## src/rtl/mem_pkg.sv

```systemverilog
// Shared types and constants for the memory-access stage.
// MEM_STAGE_BYTE_ACCESS_EN enables byte loads/stores in mem_stage.
package mem_pkg;

    typedef enum logic [1:0] {
        IDLE = 2'd0,
        REQ  = 2'd1,
        WAIT = 2'd2
    } state_e;

    localparam logic [3:0] BE_WORD = 4'hF;

    localparam logic [1:0] LANE0 = 2'd0;
    localparam logic [1:0] LANE1 = 2'd1;
    localparam logic [1:0] LANE2 = 2'd2;
    localparam logic [1:0] LANE3 = 2'd3;

    // Byte-enable for a single-byte access on the given lane.
    function automatic logic [3:0] byte_be(input logic [1:0] lane);
        return 4'b0001 << lane;
    endfunction

endpackage

```

## src/rtl/load_align.sv

```systemverilog
// Combinational load-data aligner: picks a byte lane and extends it, or passes the word.
module load_align
    import mem_pkg::*;
(
    input  logic [31:0] word_i,
    input  logic [1:0]  lane_i,
    input  logic        is_byte_i,
    input  logic        is_unsigned_i,
    output logic [31:0] data_o
);

    logic [7:0] sel_c;

    always_comb begin
        sel_c  = 8'h00;
        data_o = word_i;
        case (lane_i)
            LANE0:   sel_c = word_i[7:0];
            LANE1:   sel_c = word_i[15:8];
            LANE2:   sel_c = word_i[23:16];
            LANE3:   sel_c = word_i[31:24];
            default: sel_c = 8'h00;
        endcase
        if (is_byte_i) begin
            data_o = is_unsigned_i ? {24'h000000, sel_c} : {{24{sel_c[7]}}, sel_c};
        end
    end

endmodule

```

## src/rtl/mem_stage.sv

```systemverilog
// Memory-access stage: ALU results pass through, loads/stores go to data memory.
// Define MEM_STAGE_BYTE_ACCESS_EN to enable byte-granular loads and stores.
module mem_stage
    import mem_pkg::*;
#(
    parameter int unsigned ADDR_W = 32,
    parameter int unsigned DATA_W = 32
) (
    input  logic              clk,
    input  logic              rst,
    input  logic              in_valid,
    output logic              in_ready,
    input  logic [31:0]       alu_result,
    input  logic [DATA_W-1:0] store_data,
    input  logic              is_load_in,
    input  logic              is_store_in,
    input  logic              is_write_in,
    input  logic              is_byte_in,
    input  logic              is_unsigned_in,
    input  logic [4:0]        rd_in,
    output logic              mem_req_valid,
    input  logic              mem_req_ready,
    output logic              mem_req_we,
    output logic [ADDR_W-1:0] mem_req_addr,
    output logic [DATA_W-1:0] mem_req_wdata,
    output logic [3:0]        mem_req_be,
    input  logic              mem_resp_valid,
    input  logic [DATA_W-1:0] mem_resp_data,
    output logic              wb_valid,
    output logic [4:0]        wb_rd,
    output logic [DATA_W-1:0] wb_data,
    output logic              wb_write,
    output logic              misalign
);

    state_e            state_q, state_d;
    logic              wb_valid_q, wb_valid_d;
    logic              wb_write_q, wb_write_d;
    logic              misalign_q, misalign_d;
    logic [DATA_W-1:0] wb_data_q, wb_data_d;
    logic [4:0]        wb_rd_q, wb_rd_d;
    logic [ADDR_W-1:0] req_addr_q, req_addr_d;
    logic [DATA_W-1:0] req_wdata_q, req_wdata_d;
    logic [3:0]        req_be_q, req_be_d;
    logic              req_we_q, req_we_d;
    logic [4:0]        rd_q, rd_d;
    logic              write_q, write_d;
    logic              byte_q, byte_d;
    logic              unsigned_q, unsigned_d;
    logic [1:0]        lane_q, lane_d;

    logic              byte_c;
    logic              unsigned_c;
    logic              mem_op_c;
    logic              misaligned_c;
    logic [3:0]        be_c;
    logic [DATA_W-1:0] wdata_c;
    logic [31:0]       load_data_c;

`ifdef MEM_STAGE_BYTE_ACCESS_EN
    assign byte_c     = is_byte_in;
    assign unsigned_c = is_unsigned_in;
    assign be_c       = is_byte_in ? byte_be(alu_result[1:0]) : BE_WORD;
    assign wdata_c    = is_byte_in ? {4{store_data[7:0]}} : store_data;
`else
    logic unused_byte_c;
    assign unused_byte_c = ^{is_byte_in, is_unsigned_in};
    assign byte_c        = 1'b0;
    assign unsigned_c    = 1'b0;
    assign be_c          = BE_WORD;
    assign wdata_c       = store_data;
`endif

    assign mem_op_c     = is_load_in | is_store_in;
    assign misaligned_c = mem_op_c && !byte_c && (alu_result[1:0] != 2'b00);

    load_align u_load_align (
        .word_i        (mem_resp_data),
        .lane_i        (lane_q),
        .is_byte_i     (byte_q),
        .is_unsigned_i (unsigned_q),
        .data_o        (load_data_c)
    );

    // State and pipeline registers; reset abandons any access in flight.
    always_ff @(posedge clk) begin
        if (!rst) begin
            state_q     <= IDLE;
            wb_valid_q  <= 1'b0;
            wb_write_q  <= 1'b0;
            misalign_q  <= 1'b0;
            wb_data_q   <= '0;
            wb_rd_q     <= '0;
            req_addr_q  <= '0;
            req_wdata_q <= '0;
            req_be_q    <= '0;
            req_we_q    <= 1'b0;
            rd_q        <= '0;
            write_q     <= 1'b0;
            byte_q      <= 1'b0;
            unsigned_q  <= 1'b0;
            lane_q      <= '0;
        end else begin
            state_q     <= state_d;
            wb_valid_q  <= wb_valid_d;
            wb_write_q  <= wb_write_d;
            misalign_q  <= misalign_d;
            wb_data_q   <= wb_data_d;
            wb_rd_q     <= wb_rd_d;
            req_addr_q  <= req_addr_d;
            req_wdata_q <= req_wdata_d;
            req_be_q    <= req_be_d;
            req_we_q    <= req_we_d;
            rd_q        <= rd_d;
            write_q     <= write_d;
            byte_q      <= byte_d;
            unsigned_q  <= unsigned_d;
            lane_q      <= lane_d;
        end
    end

    // Next-state and write-back decode.
    always_comb begin
        state_d     = state_q;
        wb_valid_d  = 1'b0;
        wb_write_d  = 1'b0;
        misalign_d  = 1'b0;
        wb_data_d   = wb_data_q;
        wb_rd_d     = wb_rd_q;
        req_addr_d  = req_addr_q;
        req_wdata_d = req_wdata_q;
        req_be_d    = req_be_q;
        req_we_d    = req_we_q;
        rd_d        = rd_q;
        write_d     = write_q;
        byte_d      = byte_q;
        unsigned_d  = unsigned_q;
        lane_d      = lane_q;

        case (state_q)
            IDLE: begin
                if (in_valid) begin
                    rd_d        = rd_in;
                    write_d     = is_write_in;
                    byte_d      = byte_c;
                    unsigned_d  = unsigned_c;
                    lane_d      = alu_result[1:0];
                    req_addr_d  = ADDR_W'(alu_result);
                    req_wdata_d = wdata_c;
                    req_be_d    = be_c;
                    req_we_d    = is_store_in;
                    if (misaligned_c) begin
                        wb_valid_d = 1'b1;
                        misalign_d = 1'b1;
                        wb_data_d  = DATA_W'(alu_result);
                        wb_rd_d    = rd_in;
                    end else if (mem_op_c) begin
                        state_d = REQ;
                    end else begin
                        wb_valid_d = 1'b1;
                        wb_write_d = is_write_in;
                        wb_data_d  = DATA_W'(alu_result);
                        wb_rd_d    = rd_in;
                    end
                end
            end
            REQ: begin
                if (mem_req_ready) begin
                    if (req_we_q) begin
                        state_d    = IDLE;
                        wb_valid_d = 1'b1;
                        wb_rd_d    = rd_q;
                    end else begin
                        state_d = WAIT;
                    end
                end
            end
            WAIT: begin
                if (mem_resp_valid) begin
                    state_d    = IDLE;
                    wb_valid_d = 1'b1;
                    wb_write_d = write_q;
                    wb_data_d  = DATA_W'(load_data_c);
                    wb_rd_d    = rd_q;
                end
            end
            default: state_d = IDLE;
        endcase
    end

    assign in_ready      = (state_q == IDLE);
    assign mem_req_valid = (state_q == REQ);
    assign mem_req_we    = req_we_q;
    assign mem_req_addr  = req_addr_q;
    assign mem_req_wdata = req_wdata_q;
    assign mem_req_be    = req_be_q;
    assign wb_valid      = wb_valid_q;
    assign wb_write      = wb_write_q;
    assign wb_data       = wb_data_q;
    assign wb_rd         = wb_rd_q;
    assign misalign      = misalign_q;

endmodule

```

## config.mk

```make
export PLATFORM = sky130hd
export DESIGN_NAME = mem_stage
export DESIGN_NICKNAME = d
export VERILOG_FILES = /design/src/rtl/mem_pkg.sv /design/src/rtl/load_align.sv /design/src/rtl/mem_stage.sv
export SDC_FILE = /design/constraint.sdc
export NUM_CORES = 1
export LEC_CHECK = 0
export BUFFER_PORTS_ARGS = -buffer_cell sky130_fd_sc_hd__buf_2
export CELL_PAD_IN_SITES_DETAIL_PLACEMENT = 1
export CELL_PAD_IN_SITES_GLOBAL_PLACEMENT = 2
export CORE_ASPECT_RATIO = 1.75
export CORE_MARGIN = 5
export CORE_UTILIZATION = 27
export CTS_CLUSTER_SIZE = 10
export DETAILED_ROUTE_END_ITERATION = 16
export GPL_ROUTABILITY_DRIVEN = 0
export HOLD_SLACK_MARGIN = 0.12
export PLACE_DENSITY = 0.85
export SETUP_SLACK_MARGIN = 0.3
export SLEW_MARGIN = 20
export SYNTH_ARGS = -nofsm -noshare
export SYNTH_HDL_FRONTEND = slang
export SYNTH_SLANG_ARGS = --single-unit
export TNS_END_PERCENT = 10
```

## constraint.sdc

```tcl
create_clock -name clk -period 4.95 [get_ports clk]
set_input_delay 0.7425 -clock clk [delete_from_list [all_inputs] [get_ports clk]]
set_output_delay 0.7425 -clock clk [all_outputs]
set_load 0.005 [all_outputs]
```

After elaboration in Yosys (flattened, before gate mapping)
Cells that the tools add are included.
- flip-flop bits (word level): 114
- input port bits: 111
- output and inout bits: 111
- word-level logic and storage cells: 64
- eq/ne operators: 9
- multiplexer cells: 32
- bitwise operators: 1
- reduce and logical (&&, ||, !) cells: 10
- operators by type and width (cell ; number):
    32-bit two-way mux ; 4
    32-bit case mux with 2 select lines ; 1
    5-bit two-way mux ; 6
    5-bit case mux with 3 select lines ; 1
    2-bit two-way mux ; 6
    1-bit two-way mux ; 11
    2-bit by 1-bit != test with 1-bit output (second input constant) ; 3
    2-bit != test (second input constant) ; 3
    2-bit case mux with 3 select lines ; 1
    6-bit AND reduction ; 1
    5-bit AND reduction ; 1
    4-bit AND reduction ; 1
    2-bit nonzero test ; 2
    3-bit by 2-bit != test with 1-bit output (second input constant) ; 1
    1-bit case mux with 3 select lines ; 1
    3-bit AND reduction ; 1
    3-bit nonzero test ; 1
    2-bit by 1-bit == test with 1-bit output (second input constant) ; 1
    2-bit == test (second input constant) ; 1
    2-bit logical NOT ; 1
    1-bit case mux with 2 select lines ; 1
    2-bit AND reduction ; 1
    1-bit logical AND ; 1
    1-bit OR ; 1

Longest topological paths before layout
Gate-level depths: netlist (run 1).
- depth in word-level cells: 5
- depth in mapped cells: 7
- mapped depth without buffers: 6

By module
A second synthesis (run 1) with hierarchy kept.
- cell total of the unflattened synthesis: 632
- area, all modules: 5367.6 um^2
- modules (own cells, without submodules) (module ; times used ; cells an instance ; area each (um^2) ; sequential area each (um^2)):
    mem_stage ; 1 ; 528 ; 4699.5 ; 2282.2
    load_align ; 1 ; 104 ; 668.1 ; 0.0

Least setup slack after synthesis (run 1)
No wires, ideal clock.
- kind: input to register
- start point: in in_valid
- end point: reg wb_rd_q[0] (netlist: wb_rd[0])
- library setup time: 0.072 ns
- arrival time: 1.718 ns
- required time: 4.878 ns
- path slack: 3.161 ns
- stages: 4
- path buffers: 1
- cell sequence: buf_2 -> o221ai_4 -> a2111oi_4 -> mux2i_1
- longest elaborated chain between the ends: 2
- RTL lines (what ; RTL line ; text):
    from (decl) ; mem_stage.sv:11 ; input logic in_valid,
    2-bit != test (no source line) ; - ;
    6-bit AND reduction (no source line) ; - ;
    to (signal assigned) ; mem_stage.sv:109 ; wb_rd_q <= wb_rd_d;
    to (decl) ; mem_stage.sv:41 ; logic [4:0] wb_rd_q, wb_rd_d;
No other way between the ends.
A chain may end at the register's enable or synchronous reset.

Worst setup path after layout (run 1)
- start point: reg state_q[1]
- end point: reg wb_data_q[25] (netlist: wb_data[25])
- longest elaborated chain between the ends: 3
- elaborated cells between the ends (all ways): 8
- those cells by class: eq/ne (4); mux (1); reduce/logical (3)
- RTL lines (what ; RTL line ; text):
    from (decl) ; mem_stage.sv:36 ; state_e state_q, state_d;
    from (signal assigned) ; mem_stage.sv:104 ; state_q <= state_d;
    2-bit == test / 2-bit logical NOT (equally long branches) ; mem_stage.sv:140 ; case (state_q)
    2-bit != test (no source line), or another cell as far along ; - ;
    4-bit AND reduction (no source line) ; - ;
    to (signal assigned) ; mem_stage.sv:108 ; wb_data_q <= wb_data_d;
    to (decl) ; mem_stage.sv:40 ; logic [DATA_W-1:0] wb_data_q, wb_data_d;
Several ways; a longest one is shown, not always the timed one.

==> run_results.csv, run 1 <==
group,metric,value,unit
status,status,"completed",
logic_synthesis,synth_edf_count,0,
cts,cts-root-buf,"clkbuf_16",
power,intPower,2000,uW
cts,cts_resized,0,
timing,fmax,399,MHz
floorplan,die-area,0.0201,mm^2
power,switching_share,0.257,
placement,hpwl,12.4,mm
cts,cts.sinks,114,
timing,rsz0062_at_grt,"false",
timing,fin_crit,2510,ps
cts,cts_tree,"done",
logic_synthesis,syn_area,0.00466,mm^2
route,ant_nets,0,
floorplan,core,0.0169,mm^2
worst_setup_path,crit_required,5290,ps
floorplan,die_height,184,um
placement,io_buffers,219,
cts,hold_buffers,0,
logic_synthesis,synthTopCellsByCount,"180 x nand2_1, 114 x dfxtp_1, 74 x a21oi_1",
worst_setup_path,cpPeakStageDelay,840,ps
power,p_switching,691,uW
worst_setup_path,crit_buf_inv,1,
logic_synthesis,syn_nets,648,
cts,htree_levels,4,
timing,finalSetupViolCount,0,
grt,grt_use_total,0.169,
min_path,hold_path.class,"register to register",
worst_setup_path,cp-end-kind,"register",
logic_synthesis,synth_area_per_cell,8.77,um^2
floorplan,die_w,109,um
route,drc,0,
power,ir_drop,162,uV
floorplan,io_pins,222,
worst_setup_path,cp_data_arrival_time,2850,ps
power,p_clk_frac,0.479,
cts,cts_made_buffers,17,
route,dr.pass1.iters,4,
worst_setup_path,path_cells,"inv_1, ha_1, mux2_4, a21boi_4, o221a_1",
power,pwr_density_cell,413,mW/mm^2
timing,period_share,0.507,
logic_synthesis,ys.warnings.count,0,
logic_synthesis,synth_flop_cell,"dfxtp_1",
worst_setup_path,cp_max_fo,33,
power,p_seq_frac,0.385,
grt,grt_pass1_wl,26.1,mm
worst_setup_path,cp-start-kind,"register",
cts,clk_pin_slew,60,ps
grt,overflow,0,
grt,grt_max_degree,52,
logic_synthesis,synth.top_cell.area_share,0.490,
timing,fin_setup_tns,0,ps
route,vias,4602,
logic_synthesis,ys_types,33,
worst_setup_path,crit_type,"register to register",
route,wl_per_cell,17.5,um
grt,grt_antenna_before_repair,0,
worst_setup_path,crit_family,"compound AO/OA/AOI/OAI gates",
floorplan,rows,63,
logic_synthesis,synth_most_common_cell,"nand2_1",
logic_synthesis,synth_top_cell_by_area,"dfxtp_1",
timing,relSlewSlack,0.356,
cts,clock_latency,410,ps
floorplan,initial_utilization,0.275,
route,dr.first_iter.drc_count,130,
timing,worst_slew_pin_slew,964,ps
logic_synthesis,synth_area_leaders,"dfxtp_1 49%, nand2_1 15%, a21oi_1 8.0%",
logic_synthesis,ys_ff_latch,114,
logic_synthesis,synth_cells,531,
timing,maxSlewViolCount,0,
timing,hold_viol_final,0,
timing,skew,8.46,ps
grt,grt_pass1_vias,4973,
cts,clk_path_buf_depth,2,
logic_synthesis,seq_area_frac_synth,0.490,
placement,place_inst,937,
route,viasPerCell,4.74,
layout,utilization,0.383,
layout,layout-drive-gt1-share,0.358,
power,p_leak,0.00299,uW
layout,fill_cells,2055,
logic_synthesis,ys_async_sr_fraction,0,
worst_setup_path,slowest_stage,"a21boi_4",
power,power_frac_comb,0.136,
layout,area_growth,39.5,%
cts,post_cts_buffers,0,
route,wl,16.9,mm
timing,hold_ws,452,ps
layout,fin_nets,846,
layout,fin_cells,970,
job,max_cap_violations,0,
power by group through the flow:
stage | registers, uW | clock network [uW] | logic (uW)
floorplan | 1060 | 0 | 186
global placement | 1050 | 0 | 360
detailed placement | 1050 | 0 | 373
CTS | 1030 | 1320 | 375
global route | 1040 | 1360 | 406
finish | 1030 | 1290 | 365
worst min-delay path: cells and delay by family (launching register included):
kind	cells	cell delay (ps)
DFF	1	300
and+or+nand+nor	1	50
AOI/OAI and AO/OA	1	50
sequential cells by signal, summed over array words and instances, names as in the netlist:
signal,flops
mem_req_addr,32
mem_req_wdata,32
wb_data,32
rd_q,5
wb_rd,5
state_q,2
mem_req_be,1
mem_req_we,1
misalign,1
wb_valid,1
wb_write,1
write_q,1
final timing paths:
check,from,end,slack (ps),depth (start not counted)
worst max-delay path,state_q[1]$_SDFFE_PN0P_,wb_data[25]$_SDFFE_PN0P_,2440,5
worst min-delay path,mem_req_addr[0]$_SDFFE_PN0P_,mem_req_addr[0]$_SDFFE_PN0P_,450,2
worst max register to register,state_q[1]$_SDFFE_PN0P_,wb_data[25]$_SDFFE_PN0P_,2440,5
worst min register to register,mem_req_addr[0]$_SDFFE_PN0P_,mem_req_addr[0]$_SDFFE_PN0P_,450,2
routing by layer:
metal / vias up / track usage / part of all wire
li1: 2211 / - / -
met1: 2209 / 0.169 / 0.36
met2: 148 / 0.316 / 0.55
met3: 34 / 0.0439 / 0.056
met4: 0 / 0.0859 / 0.037
met5: - / 0 / 0
per-stage QoR:
| step | power, uW | cell area, um^2 | worst slack [ps] |
|---|---|---|---|
| 2_1_floorplan | 1240 | 4660 | 3160 |
| 3_3_place_gp | 1410 | 5880 | 2460 |
| 3_5_place_dp | 1430 | 5880 | 2410 |
| 4_1_cts | 2730 | 6500 | 2430 |
| 5_1_grt | 2810 | 6500 | 2220 |
| 6_report | 2690 | 6500 | 2440 |
area by class of cell:
class | instances | area, um^2 | share of cell area
flip-flops and latches | 114 | 2280 | 0.351
diodes | 1 | 2.50 | 0.000385
clock inverters | 13 | 186 | 0.0287
repair buffers | 225 | 1140 | 0.176
well taps | 227 | 284 | 0.0437
multi-input cells | 365 | 2150 | 0.330
clock buffers | 19 | 433 | 0.0666
inverters | 6 | 22.5 | 0.00347
cell usage in the layout, fill, tap and decap left out, types with 2 or more instances in the layout:
cell,count
clkbuf_16,17
o21ai_1,3
clkinvlp_4,4
mux2i_1,37
a21oi_1,73
nor2_1,4
nand3_1,2
buf_4,6
nand2_1,179
inv_1,4
clkbuf_1,2
buf_2,219
nor3_1,3
clkinv_4,3
o221a_1,32
dfxtp_1,114
bufinv_16,4
ha_1,5
nand2b_1,5
o211ai_1,5
inv_2,2
clkinv_2,2
kinds of logic after synthesis:
group,share of synthesized area
AND/OR/NAND/NOR,0.168
adder cells (fa/ha/maj),0.0161
multiplexers,0.0828
flip-flops,0.490
buffers and inverters,0.0510
AO/OA/AOI/OAI,0.192
Power figures use the tool's default switching activity.
==> run 2: changes to the inputs <==
--- a/config.mk
+++ b/config.mk
@@ -5,17 +5,18 @@
 export SDC_FILE = /design/constraint.sdc
 export NUM_CORES = 1
 export LEC_CHECK = 0
+export ABC_AREA = 1
 export BUFFER_PORTS_ARGS = -buffer_cell sky130_fd_sc_hd__buf_2
 export CELL_PAD_IN_SITES_DETAIL_PLACEMENT = 1
 export CELL_PAD_IN_SITES_GLOBAL_PLACEMENT = 2
 export CORE_ASPECT_RATIO = 1.75
 export CORE_MARGIN = 5
-export CORE_UTILIZATION = 27
+export CORE_UTILIZATION = 21
 export CTS_CLUSTER_SIZE = 10
 export DETAILED_ROUTE_END_ITERATION = 16
 export GPL_ROUTABILITY_DRIVEN = 0
 export HOLD_SLACK_MARGIN = 0.12
-export PLACE_DENSITY = 0.85
+export PLACE_DENSITY = 0.76
 export SETUP_SLACK_MARGIN = 0.3
 export SLEW_MARGIN = 20
 export SYNTH_ARGS = -nofsm -noshare
==> constraint.sdc (replaced) <==
create_clock -name clk -period 2.2 [get_ports clk]
set_input_delay 0.33 -clock clk [delete_from_list [all_inputs] [get_ports clk]]
set_output_delay 0.33 -clock clk [all_outputs]
set_load 0.005 [all_outputs]
==> run 2 against run 1 <==
Effect of this change:
- sequential share of layout area down 1.9 points
- register-to-register slack lost 2000 ps
- area after synthesis increased by 3.3%
- die area increased by 30%
- clock-buffer cell count unchanged
- clock power up 140%
- critical path depth is 2 higher
- worst hold slack got worse by 290 ps
- cell area grew 5.7%
- combinational power grew to 7.8 times the previous value
- clock skew fell by 3.2 ps
- total power grew to 3.3 times the previous value
- largest power group unchanged
- highest routed layer unchanged
==> run_results.csv, run 2 <==
group,metric,value,unit
worst_setup_path,r2r-start,"state_q[0]$_SDFFE_PN0P_",
layout,area_growth,42.8,%
power,power_frac_comb,0.322,
floorplan,die_height,210,um
layout,fin_nets,1020,
worst_setup_path,cp_data_arrival_time,2020,ps
route,drc,0,
layout,final_common_cell,"buf_2",
power,pwr_density_cell,1280,mW/mm^2
power,p_switching,3030,uW
worst_setup_path,crit_type,"register to register",
logic_synthesis,synth_area_per_cell,6.89,um^2
worst_setup_path,cp-end-kind,"register",
worst_setup_path,path_cells,"inv_1, ha_1, nand2_1, clkinv_2, buf_12, o21ai_0, a21oi_1",
job,max_cap_violations,0,
layout,layout_common_cells,"218 x buf_2, 162 x nor2_1, 130 x nand2_1",
worst_setup_path,cpPeakStageDelay,420,ps
route,ant_nets,0,
placement,io_buffers,219,
cts,cts_tree,"done",
worst_setup_path,cp-start-kind,"register",
logic_synthesis,ys_async_sr_fraction,0,
grt,overflow,0,
route,vias,5006,
worst_setup_path,cp.depth,7,
timing,hold_viol_final,0,
cts,clk_pin_slew,60,ps
logic_synthesis,ys.warnings.count,0,
cts,clk_path_buf_depth,2,
timing,finalSetupViolCount,0,
floorplan,initial_utilization,0.212,
route,viasPerCell,4.11,
status,status,"completed",
logic_synthesis,synth.top_cell.area_share,0.475,
grt,grt_pass1_wl,27.7,mm
grt,grt_use_total,0.134,
worst_setup_path,slowest_stage,"dfxtp_1",
timing,maxSlewViolCount,0,
layout,fill_cells,2955,
grt,grt_max_degree,82,
logic_synthesis,synth_cells,698,
cts,cts_made_buffers,17,
floorplan,io_pins,222,
worst_setup_path,startpoint,"state_q[0]$_SDFFE_PN0P_",
timing,fmax,578,MHz
placement,hpwl,12.8,mm
power,switching_share,0.344,
worst_setup_path,crit_buf_inv,3,
min_path,hold_path.class,"input pin to register",
timing,relSlewSlack,0.732,
logic_synthesis,synth_flop_cell,"dfxtp_1",
grt,grt_util_met2,0.248,
worst_setup_path,rrSetupSlack,470,ps
floorplan,die-area,0.0261,mm^2
cts,post_cts_buffers,0,
grt,top_usage_layer,"met2",
cts,cts_resized,0,
cts,htree_levels,4,
logic_synthesis,synth_area_leaders,"dfxtp_1 47%, nor2_1 13%, o21ai_0 11%",
logic_synthesis,synthTopCellsByCount,"162 x nor2_1, 130 x nand2_1, 114 x dfxtp_1",
floorplan,rows,73,
timing,worst_slew_pin_slew,401,ps
logic_synthesis,syn_nets,815,
route,dr.first_iter.drc_count,158,
logic_synthesis,ys_types,21,
cts,cts.sinks,114,
grt,grt_pass1_vias,5188,
logic_synthesis,syn_area,0.00481,mm^2
worst_setup_path,cp_max_fo,81,
route,wl_per_cell,14.4,um
grt,grt_use_met1,0.133,
logic_synthesis,synth_most_common_cell,"nor2_1",
power,p_leak,0.00359,uW
power,p_clk_frac,0.353,
worst_setup_path,crit_end,"mem_req_addr[19]$_SDFFE_PN0P_",
grt,grt_antenna_before_repair,1,
timing,fin_crit,1730,ps
floorplan,core,0.0227,mm^2
timing,rsz0062_at_grt,"true",
worst_setup_path,rr_worst_depth,7,
floorplan,die_w,124,um
grt,met3_usage,0.0467,
layout,layout-drive-gt1-share,0.295,
logic_synthesis,synth_top_cell_by_area,"dfxtp_1",
worst_setup_path,regToRegEndpoint,"mem_req_addr[19]$_SDFFE_PN0P_",
worst_setup_path,crit_required,2490,ps
cts,cts-root-buf,"clkbuf_16",
power,p_total,8810,uW
power,p_seq_frac,0.324,
route,wl,17.5,mm
worst_setup_path,crit_family,"flip-flops",
timing,fin_setup_tns,0,ps
logic_synthesis,ys_ff_latch,114,
logic_synthesis,synth_edf_count,0,
logic_synthesis,seq_area_frac_synth,0.475,
cts,clock_latency,420,ps
timing,skew,5.22,ps
timing,period_share,0.786,
route,dr.pass1.iters,4,
power,intPower,5770,uW
power,ir_drop,500,uV
## run 2: cell types whose count changed after synthesis, sizes merged, moves of 2 or more
cell    before  now
inv          6   86
nand4        1    6
o221a       32    0
nand2b       6    0
nor3         3    1
nand3        2    5
clkbuf      23   27
o211ai       5    0
nand2      180  130
o21ai        4  101
nor2         4  163
buf         23   17
mux2i       37    0
a21oi       74   40
## run 2: worst min-delay path by stage
stage | startpoint | endpoint | slack [ps] | cells after the start
finish | store_data[21] | mem_req_wdata[21]$_SDFFE_PN0P_ | 160 | 3
global route | alu_result[23] | mem_req_addr[23]$_SDFFE_PN0P_ | 150 | 3
CTS | store_data[21] | mem_req_wdata[21]$_SDFFE_PN0P_ | 130 | 3
detailed placement | mem_req_wdata[11]$_SDFFE_PN0P_ | mem_req_wdata[11]$_SDFFE_PN0P_ | 470 | 2
global placement | mem_req_wdata[20]$_SDFFE_PN0P_ | mem_req_wdata[20]$_SDFFE_PN0P_ | 460 | 2
floorplan | write_q$_SDFFE_PN0P_ | wb_write$_SDFF_PN0_ | 450 | 2
## run 2: final cells by class
type	instances	area [um^2]	share of cell area
Multi-Input combinational cell	453	1980	0.288
Clock inverter	13	205	0.0299
Tap cell	300	375	0.0546
Timing Repair Buffer	230	1240	0.181
Clock buffer	19	453	0.0659
Antenna cell	1	2.50	0.000364
Sequential cell	114	2280	0.332
Inverter	87	328	0.0477
## run 2: tightest hold or removal path: stages
cell and delay (ps):
buf_2 70, o21ai_0 70, nor2_1 80
## run 2: metal layers
layer	routed length (um)	part of all wire
met3	1080	0.061
met1	6630	0.38
met4	497	0.028
met2	9310	0.53
met5	0	0
## run 2: kinds of logic after synthesis
kind of cell | after synthesis | share of synthesized area
AOI/OAI and AO/OA | 142 | 0.149
adders and majority gates | 6 | 0.0156
buffers and inverters | 131 | 0.114
DFF | 114 | 0.475
and+or+nand+nor | 305 | 0.247
## run 2: through the flow
| stage | cells | instance area (um^2) | setup slack [ps] | util | hold slack [ps] |
|---|---|---|---|---|---|
| after floorplan | 698 | 4810 | 616 | - | 447 |
| after global placement | 1184 | 6210 | 523 | 0.274 | 458 |
| after detailed placement | 1184 | 6210 | 451 | 0.274 | 466 |
| after CTS | 1216 | 6870 | 427 | 0.303 | 128 |
| after global routing | 1217 | 6870 | 299 | 0.303 | 148 |
| final | 1217 | 6870 | 470 | 0.303 | 160 |
## run 2: timing repair
item / in CTS / in global routing
hold buffers: 0 / 0
hold endpoints to repair: 0 / 0
setup endpoints to repair: 0 / 1
## run 2: power groups by stage
stage	clock (uW)	sequential, uW	combinational (uW)
after global routing	3300	2930	3280
after floorplan	0	2940	1680
after global placement	0	2890	2880
after CTS	3230	2870	2960
final	3110	2860	2840
after detailed placement	0	2900	2940
